--- src/rtl/fp16_aligner.sv ---
// ============================================================================
// fp16_aligner : two-stage FP16 magnitude unpacker / reference-exponent aligner
// Revision     : 1.0
// ============================================================================
`default_nettype none

module fp16_aligner #(
  parameter int DATA_WIDTH = 16,
  parameter int EXP_WIDTH  = 5,
  parameter int MANT_WIDTH = 10
) (
  input  logic                    clk,
  input  logic                    rst,
  input  logic                    in_valid,
  output logic                    in_ready,
  input  logic [DATA_WIDTH-2:0]   in_data,
  input  logic [EXP_WIDTH-1:0]    in_ref_exp,
  output logic                    out_valid,
  input  logic                    out_ready,
  output logic [DATA_WIDTH:0]     out_data,
  output logic                    out_sticky,
  output logic                    out_err
);

  localparam int SIG_W  = MANT_WIDTH + 1;
  localparam int DIFF_W = EXP_WIDTH + 1;

  logic                  v1_q, v1_d;
  logic                  v2_q, v2_d;
  logic [EXP_WIDTH-1:0]  exp_q, exp_d;
  logic [MANT_WIDTH-1:0] frac_q, frac_d;
  logic [EXP_WIDTH-1:0]  ref_q, ref_d;
  logic                  zero_q, zero_d;
  logic [DIFF_W-1:0]     diff_q, diff_d;
  logic [DATA_WIDTH:0]   out_data_q, out_data_d;
  logic                  out_sticky_q, out_sticky_d;
  logic                  out_err_q, out_err_d;

  logic                  s2_load;
  logic                  s1_load;
  logic [SIG_W-1:0]      sig;
  logic [SIG_W-1:0]      sig_mask;

  assign s2_load   = !v2_q || out_ready;
  assign s1_load   = !v1_q || s2_load;
  assign in_ready  = s1_load;
  assign out_valid = v2_q;
  assign out_data  = out_data_q;
  assign out_sticky = out_sticky_q;
  assign out_err   = out_err_q;

  always_comb begin
    v1_d   = v1_q;
    exp_d  = exp_q;
    frac_d = frac_q;
    ref_d  = ref_q;
    zero_d = zero_q;
    diff_d = diff_q;
    if (s1_load) begin
      v1_d = in_valid;
      if (in_valid) begin
        exp_d  = in_data[DATA_WIDTH-2:MANT_WIDTH];
        frac_d = in_data[MANT_WIDTH-1:0];
        ref_d  = in_ref_exp;
        zero_d = (in_data[DATA_WIDTH-2:MANT_WIDTH] == '0);
        // Sign bit of the widened difference flags ref < exp.
        diff_d = {1'b0, in_ref_exp} - {1'b0, in_data[DATA_WIDTH-2:MANT_WIDTH]};
      end
    end
  end

  always_comb begin
    sig          = {~zero_q, frac_q};
    sig_mask     = (SIG_W'(1) << diff_q) - SIG_W'(1);
    v2_d         = v2_q;
    out_data_d   = out_data_q;
    out_sticky_d = out_sticky_q;
    out_err_d    = out_err_q;
    if (s2_load) begin
      v2_d = v1_q;
      if (v1_q) begin
        // Subnormals are flushed, so a zero exponent yields an all-zero significand.
        if (zero_q) begin
          out_data_d   = {ref_q, {(SIG_W + 1){1'b0}}};
          out_sticky_d = 1'b0;
          out_err_d    = 1'b0;
        end else if (diff_q[DIFF_W-1]) begin
          out_data_d   = {exp_q, 1'b1, sig};
          out_sticky_d = 1'b0;
          out_err_d    = 1'b1;
        end else if (diff_q <= DIFF_W'(MANT_WIDTH)) begin
          out_data_d   = {ref_q, 1'b1, sig >> diff_q};
          out_sticky_d = |(sig & sig_mask);
          out_err_d    = 1'b0;
        end else begin
          out_data_d   = {ref_q, 1'b1, {SIG_W{1'b0}}};
          out_sticky_d = 1'b1;
          out_err_d    = 1'b0;
        end
      end
    end
  end

  always_ff @(posedge clk or posedge rst) begin
    if (rst) begin
      v1_q         <= 1'b0;
      v2_q         <= 1'b0;
      exp_q        <= '0;
      frac_q       <= '0;
      ref_q        <= '0;
      zero_q       <= 1'b0;
      diff_q       <= '0;
      out_data_q   <= '0;
      out_sticky_q <= 1'b0;
      out_err_q    <= 1'b0;
    end else begin
      v1_q         <= v1_d;
      v2_q         <= v2_d;
      exp_q        <= exp_d;
      frac_q       <= frac_d;
      ref_q        <= ref_d;
      zero_q       <= zero_d;
      diff_q       <= diff_d;
      out_data_q   <= out_data_d;
      out_sticky_q <= out_sticky_d;
      out_err_q    <= out_err_d;
    end
  end

endmodule

`default_nettype wire
--- config.mk ---
export PLATFORM = sky130hd
export DESIGN_NAME = fp16_aligner
export DESIGN_NICKNAME = d
export VERILOG_FILES = /design/src/rtl/fp16_aligner.sv
export SDC_FILE = /design/constraint.sdc
export NUM_CORES = 1
export LEC_CHECK = 0
export ABC_AREA = 1
export CORE_MARGIN = 5
export CORE_UTILIZATION = 40
export CTS_CLUSTER_SIZE = 14
export DETAILED_ROUTE_END_ITERATION = 8
export DONT_BUFFER_PORTS = 1
export GPL_ROUTABILITY_DRIVEN = 0
export HOLD_SLACK_MARGIN = 0.06
export PLACE_DENSITY = 0.56
export SLEW_MARGIN = 40
export SYNTH_ARGS = -nofsm -noshare
export SYNTH_HDL_FRONTEND = slang
export SYNTH_SLANG_ARGS = --single-unit
--- constraint.sdc ---
create_clock -name clk -period 2.7 [get_ports clk]
set_input_delay 0.54 -clock clk [delete_from_list [all_inputs] [get_ports clk]]
set_output_delay 0.54 -clock clk [all_outputs]
set_load 0.05 [all_outputs]
; ---- Word level (Yosys, flattened, before mapping)
; Index checks and enable logic that the tools add are counted.
[totals]
ff_bits = 48
elab_cells = 33
[op_classes]
bitwise = 2
n_addsub = 2
muxes = 8
shift = 2
n_reduce_logical = 8
n_lt_le_gt_ge = 1
[ops]
columns = cell, n
row1 = 17-bit two-way mux, 2
row2 = 11-bit AND, 1
row3 = 11-bit two-way mux, 1
row4 = 11-bit OR reduction, 1
row5 = 1-bit by 6-bit left shift with 11-bit output (first input constant), 1
row6 = 11-bit by 6-bit right shift with 11-bit output, 1
row7 = 11-bit by 2-bit subtractor with 11-bit output (second input constant), 1
row8 = 6-bit by 4-bit less-or-equal comparator with 1-bit output (second input constant), 1
row9 = 5-bit by 5-bit subtractor with 6-bit output, 1
row10 = 5-bit zero test, 1
row11 = 1-bit two-way mux, 5
row12 = 2-bit AND reduction, 2
row13 = 1-bit zero test, 2
row14 = 1-bit logical OR, 2
row15 = 1-bit inverter, 1

; ---- Logic depth before layout (Yosys ltp)
[depth]
word_depth = 7
ltp_mapped = 16
depth_no_buf = 15

; ---- Worst setup path after synthesis
; No wires, ideal clock.
[synth_path]
kind = flip-flop to flip-flop
from = register v2_q, in the netlist out_valid
to = register exp_q[0]
setup_slack_ns = 0.530
period_less_slack_ns = 2.170
arrival_time_ns = 2.053
setup_ns = 0.117
n_path_buf = 2
stages_incl_launch_ff = 8
path_cell_list = dfrtp_1 > nand3_1 > nand2_1 > inv_1 > buf_2 > clkbuf_1 > nand2_1 > nand2_1
[synth_between]
elab_chain_cells = 4
[synth_lines]
columns = element, line
row1 = from (decl), 29  ; logic v2_q, v2_d;
row2 = from (signal assigned), 118  ; v2_q <= v2_d;
row3 = 1-bit zero test, 44  ; assign s2_load = !v2_q || out_ready;
row4 = 1-bit logical OR, 44
row5 = 1-bit logical OR, 45  ; assign s1_load = !v1_q || s2_load;
row6 = via in_ready, 15  ; output logic in_ready,
row7 = 2-bit AND reduction (no source line), -
row8 = to (signal assigned), 119  ; exp_q <= exp_d;
row9 = to (decl), 30  ; logic [EXP_WIDTH-1:0] exp_q, exp_d;
; The timed path passes the listed nets, and every way through them passes these cells.
; A chain may end at the register's enable or synchronous reset.

; ---- Worst setup path in the final report
[layout_path]
from = register diff_q[1]
to = register out_sticky_q, in the netlist out_sticky
[layout_between]
elab_chain_cells = 7
[layout_lines]
columns = element, line
row1 = from (decl), 34  ; logic [DIFF_W-1:0] diff_q, diff_d;
row2 = from (signal assigned), 123  ; diff_q <= diff_d;
row3 = 1-bit by 6-bit left shift with 11-bit output, 74  ; sig_mask = (SIG_W'(1) << diff_q) - SIG_W'(1);
row4 = 11-bit by 2-bit subtractor with 11-bit output, 74
row5 = 11-bit AND, 93  ; out_sticky_d = |(sig & sig_mask);
row6 = 11-bit OR reduction, 93
row7 = 1-bit two-way mux (*), 91  ; end else if (diff_q <= DIFF_W'(MANT_WIDTH)) begin
row8 = 1-bit two-way mux (*), 87  ; end else if (diff_q[DIFF_W-1]) begin
row9 = 1-bit two-way mux (*), 83  ; if (zero_q) begin
row10 = to (signal assigned), 125  ; out_sticky_q <= out_sticky_d;
row11 = to (decl), 36  ; logic out_sticky_q, out_sticky_d;
; Mark *: on every way between the ends. The rest lies on a longest branch, timed or not.

==> results.md <==
* Sink Count at 48
* Met3 Usage GRT at 0.0465
* Status: finished clean
* CP Cell Sequence: inv_1, nand2_2, inv_2, nand2_1, ha_1, inv_1, nor2_8, nand3_2, nand2_1, nand3_1, nand2_1, nor2_1, nand3_1, nand2_1, nand2_1
* Routed length per instance at 15.1 µm
* Worst R2R Setup Slack at 0.47 ns
* Vias in the first global route at 2,461
* Largest net degree at the start of global routing at 31
* CP arrival at 2.43 ns
* Syn Std Cell Area at 2810 µm²
* Hold Path Class: input pin to asynchronous set/reset pin
* Sequential cell area fraction in the yosys report at 0.428
* Pwr Density at 909 nW/µm²
* CTS tree: built
* Final hold viol count at 0
* TritonCTS buffer count at 5
* Clk Latency, worst-skew pair at 0.31 ns
* Leading area contributor after synthesis: dfrtp_1
* Critical Path Sink: out_sticky
* Initial antenna violation count at 0
* Share of cells above drive strength 1 at 0.106
* Post-CTS setup buffers at 0
* HPWL Detailed at 5.42 mm
* Crit Path Max Fanout at 12
* Routed WL at 7.18 mm
* R2R cell count at 15
* Synth cell types at 35
* Detailed Route Iter0 Violations at 169
* ANT cells at 0
* Post-DRT Antenna Nets at 0
* Net Count, Synth at 409
* IR drop worst, VDD at 0.525 mV
* Area Overhead vs Synth at 8.51%
* Fin crit period at 2.23 ns
* Die X at 93.8 µm
* Count leader, synth: nand2_1
* I/O Buffers at 0
* CTS Hold Buffers Added at 0
* Gr busiest metal: met2
* Crit-path slowest cell: dfrtp_1
* Area occupied by multi-input gates at 1380 µm²
* Critical path capture point type: flop
* Met1 usage at 0.223
* Nets at 409
* Critical path class: flop to flop
* Crit-path most repeated cell: nand2_1
* RR Startpoint: diff_q[1]
* Worst clock skew at 0.00786 ns
* Main synth FF type: dfrtp_1
* Clock Pin Slew Worst Setup and Hold Paths at 0.09 ns
* Leak Pwr at 0.00149 µW
* Max-cap violations at 0
* Avg Inst Size Synth at 7.43 µm²
* Max incr delay on CP at 0.39 ns
* Cell Rows at 30
* Core ar. at 6830 µm²
* Cell count after synthesis at 378
* Fmax achieved at 449 MHz
* Met2 Usage GRT at 0.276
* Sequential cell area at 1200 µm²
* Yosys Warn Count at 0
* Final hold slack at 0.0969 ns
* # setup viols final at 0
* Post-synth EDFFs at 0
* Die area at 8790 µm²
* RSZ-0062 raised after global routing: false
* Post-synth top cells: nand2_1, dfrtp_1, inv_1
* Worst setup path start: diff_q[1]
* Vias/cell at 5.16
* Startpoint types: flop
* Core Util, Final at 0.446
* Max Buffers Root-to-Sink at 2
* Reg2reg end: out_sticky
* Max-slew violations at 0
* Max H-tree Level at 2
* Initial Util at 0.411
* Post-synth top area share at 0.428
* CTS Root Cell: clkbuf_8
* Fillers at 749
* Async SR Flop Fraction at 1.00
* Die Ht at 93.8 µm
* Vias at 2,449
* Final setup TNS at 0 ns
* Critical path data required time at 2.90 ns
* Initial DRT Pass Iterations at 4
* #FFs+latches synth at 48
* Worst-margin pin slew at 0.718 ns
* Max_slew headroom at 0.518
* Top post-synthesis cells by area: dfrtp_1, nand2_1, o21ai_0
* GRT Resource Usage Total at 0.173
* Total grt overflow at 0
* DRC at 0
* Final Cycle Share at 0.825
* Ports at 45
* First-pass GRT wire length at 12.1 mm
* Cts repair resizes at 0
==> registers in the layout (all words and copies together) (netlist names) <==
name        cells
zero_q          1
out_err         1
out_sticky      1
out_data       17
out_valid       1
exp_q           5
v1_q            1
frac_q         10
ref_q           5
diff_q          6
==> cell type report <==
class,count,share of cell area
Multi-Input combinational cell,275,0.453
Sequential cell,48,0.394
Clock buffer,5,0.0226
Tap cell,96,0.0394
Clock inverter,3,0.0226
Inverter,41,0.0505
Timing Repair Buffer,7,0.0172
==> through the flow <==
stage               cells  power, µW  setup WS [ns]  area, µm²
finish                475       2770          0.473       3050
global route          475       2950          0.226       3050
CTS                   475       2790          0.482       3050
detailed placement    467       2150          0.505       2910
global placement      467       2140          0.526       2910
floorplan             378       1960          0.530       2810
==> layout by cell type, fill, tap and decap left out, types with 2 or more instances in the layout <==
cell type | Yosys | layout
nand2_2 | 4 | 4
ha_1 | 6 | 6
xnor2_1 | 2 | 2
o22ai_1 | 11 | 11
nor2_1 | 29 | 29
inv_2 | 7 | 8
nand3_1 | 20 | 20
nor2_4 | 3 | 3
o21ai_1 | 10 | 10
clkbuf_8 | 0 | 5
nand2_1 | 114 | 114
a21oi_1 | 18 | 18
a22o_1 | 3 | 3
inv_1 | 34 | 32
nor2_2 | 4 | 4
nand4_1 | 5 | 5
dfrtp_1 | 48 | 48
bufinv_16 | 0 | 2
o21ai_0 | 32 | 32
nand2_4 | 2 | 2
buf_4 | 2 | 7
==> cell families after synthesis <==
logic type / synth area share
and+or+nand+nor: 0.295
AOI/OAI and AO/OA: 0.156
adders and majority gates: 0.0339
xor gates and xnor gates: 0.00624
DFF: 0.428
buffers and inverters: 0.0802
==> worst max-delay path: cells and delay by family, from the launching register on <==
family        cells  cell delay [ns]
buf+inv           3             0.57
simple gates     11             0.94
flops             1             0.39
fa+ha+maj         1             0.22
==> worst min-delay path by stage <==
stage / slack, ns / cells past startpoint / end / start
after floorplan: 0.45 / 2 / ref_q[2] / ref_q[2]
after global placement: 0.44 / 1 / out_data[1] / rst
after detailed placement: 0.44 / 1 / out_data[0] / rst
after CTS: 0.10 / 1 / frac_q[5] / rst
after global routing: 0.11 / 1 / frac_q[9] / rst
final: 0.1 / 1 / frac_q[0] / rst
==> report_power, final <==
part | internal, µW | switching (µW) | total [µW]
combinational | 256 | 490 | 746
clock | 373 | 264 | 637
sequential | 876 | 510 | 1390
total | 1510 | 1260 | 2770
==> per-layer routing <==
layer  up-vias  routed length (µm)
li1       1237                   -
met1      1134                3230
met2        63                3290
met3        15                 445
met4         0                 209
met5         -                   0
No activity file was read; power rests on OpenSTA's default activity.
